<file path="src/rtl/msu_pkg.sv">
// Shared types and defaults for the modular squaring unit (MSU) blocks.
package msu_pkg;

    // Width of one operand vector (nr and r are each this wide).
    localparam int TotalWordBits = 16;

    // Defaults for the iteration sequencer.
    localparam int DefaultSqLatency          = 4;
    localparam int DefaultCheckpointInterval = 0;

    // Sequencer states: wait for a job, launch one squaring, wait for its
    // result, present a result beat.
    typedef enum logic [1:0] {
        IDLE   = 2'd0,
        LAUNCH = 2'd1,
        WAIT   = 2'd2,
        EMIT   = 2'd3
    } msu_seq_state_e;

endpackage

</file>
<file path="src/rtl/msu_seq.sv">
// Job-based iteration sequencer for the modular squaring datapath.
//
// Handshakes: a transfer happens on any rising clk_i edge where valid and
// ready are both high. in_ready_o is high only in IDLE. out_valid_o is high
// only in EMIT and every beat field is held stable until out_ready_i is seen.
//
// Each iteration launches the external pipeline for one cycle (LAUNCH), then
// waits SqLatency cycles (WAIT) and captures the result into the feedback
// registers, which drive dp_nr_o/dp_r_o continuously. Iteration period is
// therefore SqLatency+1 cycles, and a launch is never issued while another
// is in flight.
module msu_seq
    import msu_pkg::*;
#(
    parameter int DataBits           = TotalWordBits,
    parameter int IterBits           = 32,
    parameter int SqLatency          = DefaultSqLatency,
    parameter int CheckpointInterval = DefaultCheckpointInterval
) (
    input  logic                clk_i,
    input  logic                rst_ni,
    input  logic                in_valid_i,
    output logic                in_ready_o,
    input  logic [DataBits-1:0] in_nr_i,
    input  logic [DataBits-1:0] in_r_i,
    input  logic [IterBits-1:0] in_iter_i,
    input  logic                stop_i,
    output logic                dp_start_o,
    output logic [DataBits-1:0] dp_nr_o,
    output logic [DataBits-1:0] dp_r_o,
    input  logic [DataBits-1:0] dp_nr_i,
    input  logic [DataBits-1:0] dp_r_i,
    output logic                out_valid_o,
    input  logic                out_ready_i,
    output logic [DataBits-1:0] out_nr_o,
    output logic [DataBits-1:0] out_r_o,
    output logic [IterBits-1:0] out_iter_o,
    output logic                out_last_o,
    output logic                out_aborted_o,
    output logic                busy_o
);

    // Latency counter counts SqLatency-1 down to 0; keep it at least 1 bit.
    localparam int LatBits = (SqLatency > 1) ? $clog2(SqLatency) : 1;
    // Divisor used only when checkpoints are enabled; never zero.
    localparam int CkptDiv = (CheckpointInterval == 0) ? 1 : CheckpointInterval;
    localparam logic [LatBits-1:0]  LatLoad  = LatBits'(SqLatency - 1);
    localparam logic [IterBits-1:0] CkptDivV = IterBits'(CkptDiv);

    msu_seq_state_e      state_q, state_d;
    logic [DataBits-1:0] fb_nr_q, fb_nr_d;
    logic [DataBits-1:0] fb_r_q, fb_r_d;
    logic [IterBits-1:0] target_q, target_d;
    logic [IterBits-1:0] cnt_q, cnt_d;
    logic [LatBits-1:0]  lat_cnt_q, lat_cnt_d;
    logic                stop_pend_q, stop_pend_d;
    logic                last_q, last_d;
    logic                aborted_q, aborted_d;

    logic [IterBits-1:0] cnt_inc;
    logic                stop_seen;
    logic                ckpt_hit;

    // State and datapath registers; reset discards any job in progress.
    always_ff @(posedge clk_i or negedge rst_ni) begin
        if (!rst_ni) begin
            state_q     <= IDLE;
            fb_nr_q     <= '0;
            fb_r_q      <= '0;
            target_q    <= '0;
            cnt_q       <= '0;
            lat_cnt_q   <= '0;
            stop_pend_q <= 1'b0;
            last_q      <= 1'b0;
            aborted_q   <= 1'b0;
        end else begin
            state_q     <= state_d;
            fb_nr_q     <= fb_nr_d;
            fb_r_q      <= fb_r_d;
            target_q    <= target_d;
            cnt_q       <= cnt_d;
            lat_cnt_q   <= lat_cnt_d;
            stop_pend_q <= stop_pend_d;
            last_q      <= last_d;
            aborted_q   <= aborted_d;
        end
    end

    // Next-state and register update logic for job load, iteration and beats.
    always_comb begin
        state_d     = state_q;
        fb_nr_d     = fb_nr_q;
        fb_r_d      = fb_r_q;
        target_d    = target_q;
        cnt_d       = cnt_q;
        lat_cnt_d   = lat_cnt_q;
        last_d      = last_q;
        aborted_d   = aborted_q;
        cnt_inc     = cnt_q + IterBits'(1);
        // A stop in the completing cycle itself also counts at that completion.
        stop_seen   = stop_pend_q | stop_i;
        ckpt_hit    = (CheckpointInterval != 0) && ((cnt_inc % CkptDivV) == '0);
        // Stop is sticky from any non-IDLE cycle until the job ends.
        stop_pend_d = stop_pend_q | ((state_q != IDLE) & stop_i);

        unique case (state_q)
            IDLE: begin
                stop_pend_d = 1'b0;
                if (in_valid_i) begin
                    fb_nr_d   = in_nr_i;
                    fb_r_d    = in_r_i;
                    target_d  = in_iter_i;
                    cnt_d     = '0;
                    aborted_d = 1'b0;
                    if (in_iter_i == '0) begin
                        // Nothing to compute: echo the input as the final beat.
                        last_d  = 1'b1;
                        state_d = EMIT;
                    end else begin
                        last_d  = 1'b0;
                        state_d = LAUNCH;
                    end
                end
            end
            LAUNCH: begin
                lat_cnt_d = LatLoad;
                state_d   = WAIT;
            end
            WAIT: begin
                if (lat_cnt_q == '0) begin
                    fb_nr_d = dp_nr_i;
                    fb_r_d  = dp_r_i;
                    cnt_d   = cnt_inc;
                    if (cnt_inc == target_q) begin
                        // Natural completion wins over a coincident stop.
                        last_d    = 1'b1;
                        aborted_d = 1'b0;
                        state_d   = EMIT;
                    end else if (stop_seen) begin
                        last_d    = 1'b1;
                        aborted_d = 1'b1;
                        state_d   = EMIT;
                    end else if (ckpt_hit) begin
                        last_d    = 1'b0;
                        aborted_d = 1'b0;
                        state_d   = EMIT;
                    end else begin
                        state_d   = LAUNCH;
                    end
                end else begin
                    lat_cnt_d = lat_cnt_q - LatBits'(1);
                end
            end
            EMIT: begin
                if (out_ready_i) begin
                    state_d = last_q ? IDLE : LAUNCH;
                end
            end
            default: state_d = IDLE;
        endcase
    end

    // Moore outputs decoded from the registered state and flags.
    always_comb begin
        in_ready_o    = (state_q == IDLE);
        busy_o        = (state_q != IDLE);
        dp_start_o    = (state_q == LAUNCH);
        dp_nr_o       = fb_nr_q;
        dp_r_o        = fb_r_q;
        out_valid_o   = (state_q == EMIT);
        out_nr_o      = fb_nr_q;
        out_r_o       = fb_r_q;
        out_iter_o    = cnt_q;
        out_last_o    = (state_q == EMIT) & last_q;
        out_aborted_o = (state_q == EMIT) & aborted_q;
    end

endmodule

</file>
<file path="config.mk">
export PLATFORM = sky130hd
export DESIGN_NAME = msu_seq
export DESIGN_NICKNAME = d
export VERILOG_FILES = /design/src/rtl/msu_pkg.sv /design/src/rtl/msu_seq.sv
export SDC_FILE = /design/constraint.sdc
export NUM_CORES = 1
export LEC_CHECK = 0
export ABC_CLOCK_PERIOD_IN_PS = 4400
export CAP_MARGIN = 20
export CELL_PAD_IN_SITES_DETAIL_PLACEMENT = 2
export CELL_PAD_IN_SITES_GLOBAL_PLACEMENT = 2
export CORE_MARGIN = 10
export CORE_UTILIZATION = 29
export CTS_CLUSTER_DIAMETER = 100
export DETAILED_ROUTE_END_ITERATION = 10
export PLACE_DENSITY_LB_ADDON = 0.1
export SETUP_SLACK_MARGIN = 0.3
export SLEW_MARGIN = 20
export SYNTH_ARGS = -nofsm -noshare
export SYNTH_HDL_FRONTEND = slang
export SYNTH_SLANG_ARGS = --single-unit
export TNS_END_PERCENT = 20
</file>
<file path="constraint.sdc">
create_clock -name clk_i -period 4.4 [get_ports clk_i]
set_clock_uncertainty 0.05 [all_clocks]
set_input_delay 0.88 -clock clk_i [delete_from_list [all_inputs] [get_ports clk_i]]
set_output_delay 0.88 -clock clk_i [all_outputs]
set_load 0.01 [all_outputs]
</file>
==> results by group, run 1 <==
Clock tree
  • Number of buffers created by CTS: 9
  • Num Clock Sinks: 103
  • Clock tree buffer depth: 2
  • CTS tree: done
  • Hold-fix buffers, CTS: 0
  • Clock slew at reported path FFs: 0.07 ns
  • Post-CTS resize count: 0
  • Worst skew pair latency: 0.36 ns
  • Htree depth: 3
  • Clk root buf: clkbuf_16
  • Postcts setup bufs: 0

Yosys
  • Simple-gate share of the synthesized area: 18.78%
  • Mean Syn Cell Area: 9.326 µm²
  • EDFF count, synth: 0
  • Warnings from Yosys: 0
  • Netlist Area Pre-Place: 0.006043 mm²
  • Top FF cell, synth: dfrtp_1
  • Seq cells post-synth: 103
  • Xor/xnor share of the synthesized area: 6.957%
  • Synth Instances: 648
  • Adder-cell share of the synthesized area: 0.4141%
  • Ys async rst share: 100.0%
  • Seq/Total Area, Yosys: 42.65%
  • Post-synthesis mux area share: 11.76%
  • Synth Area in Compound Gates: 12.28%
  • Net Count, Synth: 751
  • Post-synth cell types: 55
  • Largest family of logic cells by synthesized area: simple AND/OR/NAND/NOR gates

Place
  • HPWL Detailed: 18.71 mm
  • Routability Congestion: 0.8450
  • Port Buffer Count: 202
  • Placed Area: 0.008084 mm²

Cells and area
  • P&R area growth vs syn: 38.94%
  • Post-route cell area: 0.008397 mm²
  • # nets final: 901
  • Layout cells sized above 1: 7.980%
  • Inserted Diodes: 0

STA
  • TNS Setup: 0 ns
  • Top achievable clock speed: 282.1 MHz
  • Final Hold Viols: 0
  • Final setup vio count: 0
  • Max Slew Vio Count: 0
  • Max_slew headroom: 49.21%
  • RSZ-0062 raised after global routing: no
  • Worst Tran Pin Value: 0.7619 ns
  • Tmin final: 3.545 ns
  • Final Cycle Share: 80.57%

Critical path
  • CP required: 4.59 ns
  • Startpoint types: flop
  • FF-to-FF Start: out_iter_o[4]
  • Worst setup EP type: flop
  • Type of the worst setup path: flop to flop
  • R2R Path End: aborted_q
  • Critical Path Fanout Max: 16
  • CP arrival: 3.74 ns
  • Worst R2R Setup Slack: 0.86 ns
  • FF-to-FF path depth: 8

Global route
  • Largest net degree at the start of global routing: 76
  • GRT overflow: 0
  • Initial antenna violation count: 0
  • Tot GR Track Use: 17.41%
  • Global-route wire length before repair: 36.98 mm
  • Number of global-route vias before repair: 6035

Floorplan
  • Die Area: 0.02701 mm²
  • IO Pins: 203
  • Die X: 164.4 µm
  • Die H: 164.4 µm
  • Initial core utilization: 29.68%
  • Core Area: 0.02036 mm²
  • Cell Rows: 52

Drt
  • Antenna Nets Post-Route: 0
  • Wire length per cell: 22.39 µm
  • Vias per std cell: 5.131
  • DRC Markers: 0
  • Initial DRT Pass Iterations: 4
  • Iter 0 DRT Violations: 287
  • WL final: 24.00 mm
  • Via count: 5500

Power and ir drop
  • P per Cell Area: 578.2 mW/mm²
  • Worst IR Drop VDD: 0.1994 mV
  • Leak: 3.341 nW

Run
  • MaxCap Viol Count: 0

Worst hold path
  • Hold Path Class: flop to flop
  • Hold Crit Endpoint: dp_r_o[14]
  • Hold path depth: 2
  • Hold path start: dp_r_o[14]

Outcome
  • Status: finished clean
worst max path at each step:
| stage | slack, ns | to | startpoint |
|---|---|---|---|
| 3_5_place_dp | 1.03 | aborted_q | out_iter_o[0] |
| 4_1_cts | 0.94 | aborted_q | out_iter_o[4] |
| 5_1_grt | 0.59 | aborted_q | out_iter_o[4] |
| 3_3_place_gp | 1.13 | aborted_q | out_iter_o[0] |
| 2_1_floorplan | 1.57 | aborted_q | out_iter_o[0] |
| 6_report | 0.86 | aborted_q | out_iter_o[4] |
layout make-up:
type | instances | area, µm²
Timing Repair Buffer | 210 | 2079
Tap cell | 270 | 337.8
Multi-Input combinational cell | 464 | 3052
Clock buffer | 11 | 242.7
Clock inverter | 4 | 70.07
Inverter | 10 | 37.54
Fill cell | 2193 | 11970
Sequential cell | 103 | 2577
placed cells by master, fill, tap and decap left out, drive strengths merged, types with 8 or more instances in the layout:
cell and instances:
nand3 25, nor2 33, buf 9, o21ai 75, clkbuf 11, nand2 89, a21oi 14, xor2 16
xnor2 32, nor3 8, dfrtp 103, mux2i 35, o31ai 9, nand4 16, mux2 32, clkdlybuf4s50 201
inv 10, nor4 21
critical path, stage by stage (launching register included):
cell and delay [ns]:
dfrtp_1 0.53, nand4_2 0.46, nor4_1 0.76, nand3_1 0.19, a2111oi_0 0.53, nand4b_1 0.20, nor4_2 0.46, a21oi_1 0.08
a21o_1 0.17
report_power, final:
group	leakage, nW	internal (mW)	switching, mW
sequential	1.30	1.29	0.383
combinational	1.89	1.22	1.08
clock	0.155	0.510	0.366
total	3.34	3.02	1.83
cells in the mapped netlist, drive strengths merged, types with 4 or more instances:
library cell	instances	share of area, %
nor3	8	0.66
dfrtp	103	43
o21ai	75	6.2
and3	7	0.72
xnor2	32	4.6
buf	43	4.8
clkbuf	28	1.7
or3	5	0.52
nand2	89	5.5
nor2	33	2.0
nor4	21	3.0
mux2i	35	5.8
inv	10	0.62
xor2	16	2.3
mux2	32	6.0
a31oi	4	0.41
nand3	25	2.1
a21oi	14	1.2
o31ai	9	1.1
nand4	16	2.0
routing by layer:
| layer | vias up | wire length (µm) | global-route usage, % | part of all wire, % |
|---|---|---|---|---|
| li1 | 2566 | - | - | - |
| met1 | 2744 | 10920 | 22.82 | 46 |
| met2 | 175 | 10970 | 28.40 | 46 |
| met3 | 15 | 1864 | 4.205 | 7.8 |
| met4 | 0 | 238 | 3.777 | 0.99 |
| met5 | - | 0 | 0 | 0 |
per-stage QoR:
step           setup slack [ns]  hold slack (ns)  power (mW)  cells  util (%)
6_report                 0.8551           0.4674       4.855   1072     41.23
5_1_grt                  0.5895           0.5113       5.205   1072     41.23
3_5_place_dp              1.029           0.4519       4.040   1057     39.70
4_1_cts                  0.9372           0.4691       4.945   1072     41.23
3_3_place_gp              1.127           0.4366       3.929   1057     39.70
2_1_floorplan             1.570           0.4153       2.988    648         -
logic make-up after synthesis:
| family | Yosys count |
|---|---|
| muxes | 67 |
| and+or+nand+nor | 221 |
| buffers and inverters | 81 |
| xor gates and xnor gates | 48 |
| adders and majority gates | 2 |
| DFF | 103 |
| AOI/OAI and AO/OA | 126 |
flip-flops by register name, indices dropped and copies added (netlist names):
signal and flops:
target_q 32, lat_cnt_q 2, dp_nr_o 16, out_iter_o 32, state_q 2, last_q 1, stop_pend_q 1, aborted_q 1
dp_r_o 16
No activity file was read; power rests on OpenSTA's default activity.
==> run 2: changes to the inputs <==
ABC_CLOCK_PERIOD_IN_PS = 3450   (was 4400)
CORE_UTILIZATION = 27   (was 29)
clock period = 3.45 ns   (was 4.4 ns; I/O delays follow)
==> results by group, run 2 (synthesis gave the netlist of run 1 again) <==
Outcome
  • Status: finished clean

Cells and area
  • P&R area growth vs syn: 43.93%
  • # fillers: 2362
  • Inserted Diodes: 0
  • Most frequent cells in the layout: clkdlybuf4s50_1, dfrtp_1, nand2_1, o21ai_0, mux2i_1
  • Register Area: 0.002580 mm²
  • Multi-input gate area: 0.003158 mm²
  • Post-layout util: 39.73%
  • Commonest non-fill, non-tap cell in the layout: clkdlybuf4s50_1
  • Post-route cell area: 0.008698 mm²
  • # nets final: 919
  • Layout cells sized above 1: 11.45%

Drt
  • Wire length per cell: 22.09 µm
  • Vias per std cell: 5.023
  • Iter 0 DRT Violations: 238
  • WL final: 24.32 mm
  • Initial DRT Pass Iterations: 4
  • Antenna Nets Post-Route: 0
  • Via count: 5530
  • DRC Markers: 0

Power and ir drop
  • Worst IR Drop VDD: 0.3253 mV
  • Int Power: 3.883 mW
  • Sw frac: 37.88%
  • P per Cell Area: 718.6 mW/mm²
  • Clock network power share: 18.4%
  • Sequential share of power: 34.0%
  • Power, Total: 6.251 mW
  • Leak: 3.535 nW
  • Logic pwr share: 47.6%
  • Net Switching: 2.368 mW

Place
  • Placed Area: 0.008239 mm²
  • HPWL Detailed: 19.07 mm
  • Routability Congestion: 0.8626
  • Port Buffer Count: 202

Critical path
  • FF-to-FF Start: out_iter_o[6]
  • Worst R2R Setup Slack: 0.49 ns
  • R2R Path End: aborted_q
  • CP required: 3.65 ns
  • Startpoint types: flop
  • CP arrival: 3.16 ns
  • Crit path from: out_iter_o[6]
  • Critical Path Fanout Max: 9
  • Worst setup EP type: flop
  • FF-to-FF path depth: 9
  • Type of the worst setup path: flop to flop
  • CP Capture Point: aborted_q

Floorplan
  • Core Area: 0.02189 mm²
  • Die X: 169.6 µm
  • Die Area: 0.02877 mm²
  • IO Pins: 203
  • Die H: 169.6 µm
  • Initial core utilization: 27.61%
  • Cell Rows: 54

STA
  • Max Slew Vio Count: 0
  • Final Hold Viols: 0
  • Final Cycle Share: 85.75%
  • RSZ-0062 raised after global routing: no
  • Top achievable clock speed: 338.0 MHz
  • Max_slew headroom: 48.54%
  • Final setup vio count: 0
  • Worst Tran Pin Value: 0.7703 ns
  • Tmin final: 2.958 ns
  • TNS Setup: 0 ns

Run
  • MaxCap Viol Count: 0

Clock tree
  • Number of buffers created by CTS: 9
  • Worst skew pair latency: 0.36 ns
  • Htree depth: 3
  • Clock slew at reported path FFs: 0.07 ns
  • Num Clock Sinks: 103
  • Clock tree buffer depth: 2
  • CTS tree: done
  • Clk root buf: clkbuf_16

Global route
  • Initial antenna violation count: 0
  • Largest net degree at the start of global routing: 62
  • Global-route wire length before repair: 37.77 mm
  • GRT overflow: 0
  • Number of global-route vias before repair: 6116
  • Tot GR Track Use: 16.56%

Worst hold path
  • Hold Path Class: primary input to asynchronous set/reset pin
[run 2: changes by cell type in the layout (fill, tap and decap cells not counted), moves of 3 or more]
cell    delta
nor4_1     -4
buf_12     +3
buf_4     +15
nor4_4     +5
[run 2: power groups by stage]
stage	Combinational, mW	Clock [mW]	Sequential (mW)
floorplan	1.76	0	2.05
CTS	3.04	1.19	2.13
detailed placement	3.03	0	2.16
finish	2.97	1.15	2.13
global placement	2.94	0	2.12
global route	3.29	1.24	2.20
[run 2: critical path: stages, from the launching register on]
cell and delay [ns]:
dfrtp_1 0.47, nand4_4 0.24, buf_4 0.26, or3_1 0.30, or4bb_1 0.49, a22oi_1 0.20
nand4b_1 0.22, nor4_4 0.38, a21oi_1 0.08, a21o_1 0.16
[run 2: worst min-delay path by stage]
stage / from / endpoint / depth (start not counted)
floorplan: rst_ni / aborted_q / 0
global placement: dp_r_o[8] / dp_r_o[8] / 2
detailed placement: dp_r_o[5] / dp_r_o[5] / 2
CTS: rst_ni / dp_nr_o[4] / 1
global route: rst_ni / dp_nr_o[4] / 1
finish: rst_ni / dp_nr_o[4] / 1
[run 2: repair_timing]
action / CTS / global route
pin swaps: 0 / 2
hold buffers: 0 / 0
buffers inserted: 0 / 4
endpoints found under the setup margin: 3 / 3
gates cloned: 0 / 0
resized for setup: 4 / 14
[run 2: per-stage QoR]
step	std cells	hold slack, ns	worst slack, ns
floorplan	648	0.3444	0.6203
global placement	1081	0.4372	0.4061
detailed placement	1081	0.4560	0.2090
CTS	1097	0.3010	0.3467
global route	1101	0.2978	0.2911
finish	1101	0.2682	0.4917
[run 2: layout make-up]
cell class | count | share of cell area [%]
flip-flops and latches | 103 | 29.66
clock buffers | 9 | 2.589
inverters | 10 | 0.4315
well taps | 280 | 4.028
clock inverters | 7 | 1.093
multi-input cells | 464 | 36.31
repair buffers | 228 | 25.89
[run 2: routing by layer]
metal	global-route usage (%)	share of wire, %
met3	4.539	6.4
met1	21.74	47
met2	26.38	46
met4	3.977	1.3
met5	0	0
==> run 3: changes to the inputs <==
ABC_AREA = 1   (was default)
CORE_UTILIZATION = 25   (was 27)
==> results by group, run 3 <==
Outcome
  • Status: finished clean

Clock tree
  • Clock slew at reported path FFs: 0.08 ns
  • Clk root buf: clkbuf_16
  • Worst skew pair latency: 0.36 ns
  • Postcts setup bufs: 0
  • Num Clock Sinks: 103
  • CTS tree: done
  • Hold-fix buffers, CTS: 0
  • Post-CTS resize count: 0
  • Clock tree buffer depth: 2
  • Htree depth: 3
  • Number of buffers created by CTS: 9

Cells and area
  • Register Area: 0.002577 mm²
  • # fillers: 2889
  • Multi-input gate area: 0.002909 mm²
  • P&R area growth vs syn: 40.45%
  • # nets final: 1137
  • Layout cells sized above 1: 5.775%
  • Most frequent cells in the layout: nand2_1, clkdlybuf4s50_1, dfrtp_1, nor2_1, inv_1
  • Inserted Diodes: 0
  • Commonest non-fill, non-tap cell in the layout: nand2_1

Yosys
  • Warnings from Yosys: 0
  • Seq cells post-synth: 103
  • Synth area leader: dfrtp_1
  • Ys async rst share: 100.0%
  • Top FF cell, synth: dfrtp_1
  • Xor/xnor share of the synthesized area: 1.305%
  • Yosys top cell area share: 42.00%
  • Largest family of logic cells by synthesized area: simple AND/OR/NAND/NOR gates
  • Cell with the most instances after synthesis: nand2_1
  • Seq/Total Area, Yosys: 42.00%
  • Post-synthesis mux area share: 0%
  • Synth area leaders: dfrtp_1, nand2_1, nor2_1, inv_1, nand3_1
  • Post-synth cell types: 30
  • Netlist Area Pre-Place: 0.006137 mm²
  • Synth Instances: 867
  • EDFF count, synth: 0
  • Simple-gate share of the synthesized area: 36.88%
  • Synth Area in Compound Gates: 8.685%
  • Most frequent cells after synthesis: nand2_1, dfrtp_1, nor2_1
  • Net Count, Synth: 970
  • Adder-cell share of the synthesized area: 0.4077%
  • Mean Syn Cell Area: 7.079 µm²

Floorplan
  • Die H: 176.7 µm
  • IO Pins: 203
  • Cell Rows: 57
  • Die X: 176.7 µm
  • Core Area: 0.02425 mm²
  • Initial core utilization: 25.31%
  • Die Area: 0.03122 mm²

Critical path
  • Type of the worst setup path: flop to flop
  • CP required: 3.65 ns
  • FF-to-FF Start: out_iter_o[0]
  • CP arrival: 2.89 ns
  • R2R Path End: aborted_q
  • Crit path from: out_iter_o[0]
  • CP most frequent cell: nand2_1
  • Startpoint types: flop
  • Worst setup EP type: flop
  • FF-to-FF path depth: 18
  • CP cell instances: ha_1, nand2_2, nor2_8, nand2_1, nor2_2, nand2_1, nand2_1, nand2_1, nand2_1, nand2_1, nor2_1, nand2_1, nor3_2, nand2_1, nand2_2, nand2_2, nand2_1, nand2_1
  • Worst R2R Setup Slack: 0.76 ns
  • Critical Path Fanout Max: 10
  • Slowest CP cell: dfrtp_1
  • CP Capture Point: aborted_q
  • Crit-path max cell delay: 0.46 ns

Power and ir drop
  • Worst IR Drop VDD: 0.2499 mV
  • P per Cell Area: 694.0 mW/mm²
  • Leak: 3.705 nW

STA
  • Final setup vio count: 0
  • Final Cycle Share: 77.98%
  • Top achievable clock speed: 371.7 MHz
  • Final Hold Viols: 0
  • RSZ-0062 raised after global routing: no
  • Max_slew headroom: 47.17%
  • Max Slew Vio Count: 0
  • Worst Tran Pin Value: 0.7916 ns
  • TNS Setup: 0 ns
  • Tmin final: 2.690 ns
  • Hold Slack: 0.3280 ns

Global route
  • Largest net degree at the start of global routing: 75
  • Number of global-route vias before repair: 6979
  • Global-route wire length before repair: 40.70 mm
  • Tot GR Track Use: 16.67%
  • Initial antenna violation count: 0
  • GRT overflow: 0

Drt
  • Via count: 6390
  • WL final: 26.40 mm
  • Wire length per cell: 19.37 µm
  • DRC Markers: 0
  • Vias per std cell: 4.688
  • Iter 0 DRT Violations: 300
  • Antenna Nets Post-Route: 0
  • Initial DRT Pass Iterations: 4

Run
  • MaxCap Viol Count: 0

Place
  • Routability Congestion: 0.7913
  • HPWL Detailed: 20.83 mm
  • Port Buffer Count: 202

Worst hold path
  • Hold Path Class: primary input to asynchronous set/reset pin
==> run 3: changes by cell type after synthesis, moves of 11 or more <==
cell,change
a21oi_1,-11
a31oi_1,+28
clkbuf_1,-12
inv_1,+70
mux2_2,-30
mux2i_1,-35
nand2_1,+228
nand3_1,+32
nand3b_1,+13
nor2_1,+55
o21ai_0,-30
o22ai_1,+21
xnor2_1,-32
xor2_1,-12
==> run 3: worst min-delay path by stage <==
| stage | from | end | slack, ns | cells past startpoint |
|---|---|---|---|---|
| floorplan | rst_ni | aborted_q | 0.34 | 0 |
| global placement | stop_pend_q | stop_pend_q | 0.42 | 2 |
| detailed placement | last_q | last_q | 0.43 | 2 |
| CTS | rst_ni | target_q[22] | 0.35 | 1 |
| global route | rst_ni | out_iter_o[28] | 0.38 | 1 |
| finish | rst_ni | out_iter_o[28] | 0.33 | 1 |
==> run 3: final cells by class <==
class / instances / share of cell area, %
Sequential cell: 103 / 29.90
Clock buffer: 9 / 2.613
Inverter: 84 / 3.658
Clock inverter: 7 / 0.9290
Multi-Input combinational cell: 624 / 33.75
Tap cell: 324 / 4.703
Timing Repair Buffer: 212 / 24.44
==> run 3: through the flow <==
| stage | cells | area (µm²) | util, % | total power, mW | setup WS (ns) |
|---|---|---|---|---|---|
| finish | 1363 | 8620 | 35.55 | 5.982 | 0.7598 |
| floorplan | 867 | 6137 | - | 3.600 | 1.325 |
| CTS | 1363 | 8620 | 35.55 | 6.128 | 0.7348 |
| global placement | 1347 | 8314 | 34.29 | 4.901 | 0.5171 |
| detailed placement | 1347 | 8314 | 34.29 | 4.981 | 0.5451 |
| global route | 1363 | 8620 | 35.55 | 6.487 | 0.3969 |
==> run 3: cell families after synthesis <==
| logic type | count (synthesis) |
|---|---|
| and+or+nand+nor | 523 |
| buffers and inverters | 140 |
| DFF | 103 |
| AOI/OAI and AO/OA | 93 |
| xor gates and xnor gates | 6 |
| adders and majority gates | 2 |
==> run 3: worst max-delay path: cells and delay by family (launching register included) <==
family | cells | cell delay, ns
adders and majority gates | 1 | 0.25
DFF | 1 | 0.46
and+or+nand+nor | 17 | 1.81
==> run 3: metal layers <==
layer	global-route usage, %	routed length (µm)	up-vias
met5	0	0	-
met4	3.713	333	0
met3	3.712	1255	20
met2	28.26	12810	128
met1	21.15	12010	3161
li1	-	-	3081
==> run 3: where the power goes <==
part | leakage (nW) | switching (mW) | internal (mW)
registers | 1.28 | 0.349 | 1.64
logic | 2.28 | 1.57 | 1.33
clock network | 0.148 | 0.519 | 0.573
total | 3.71 | 2.44 | 3.55
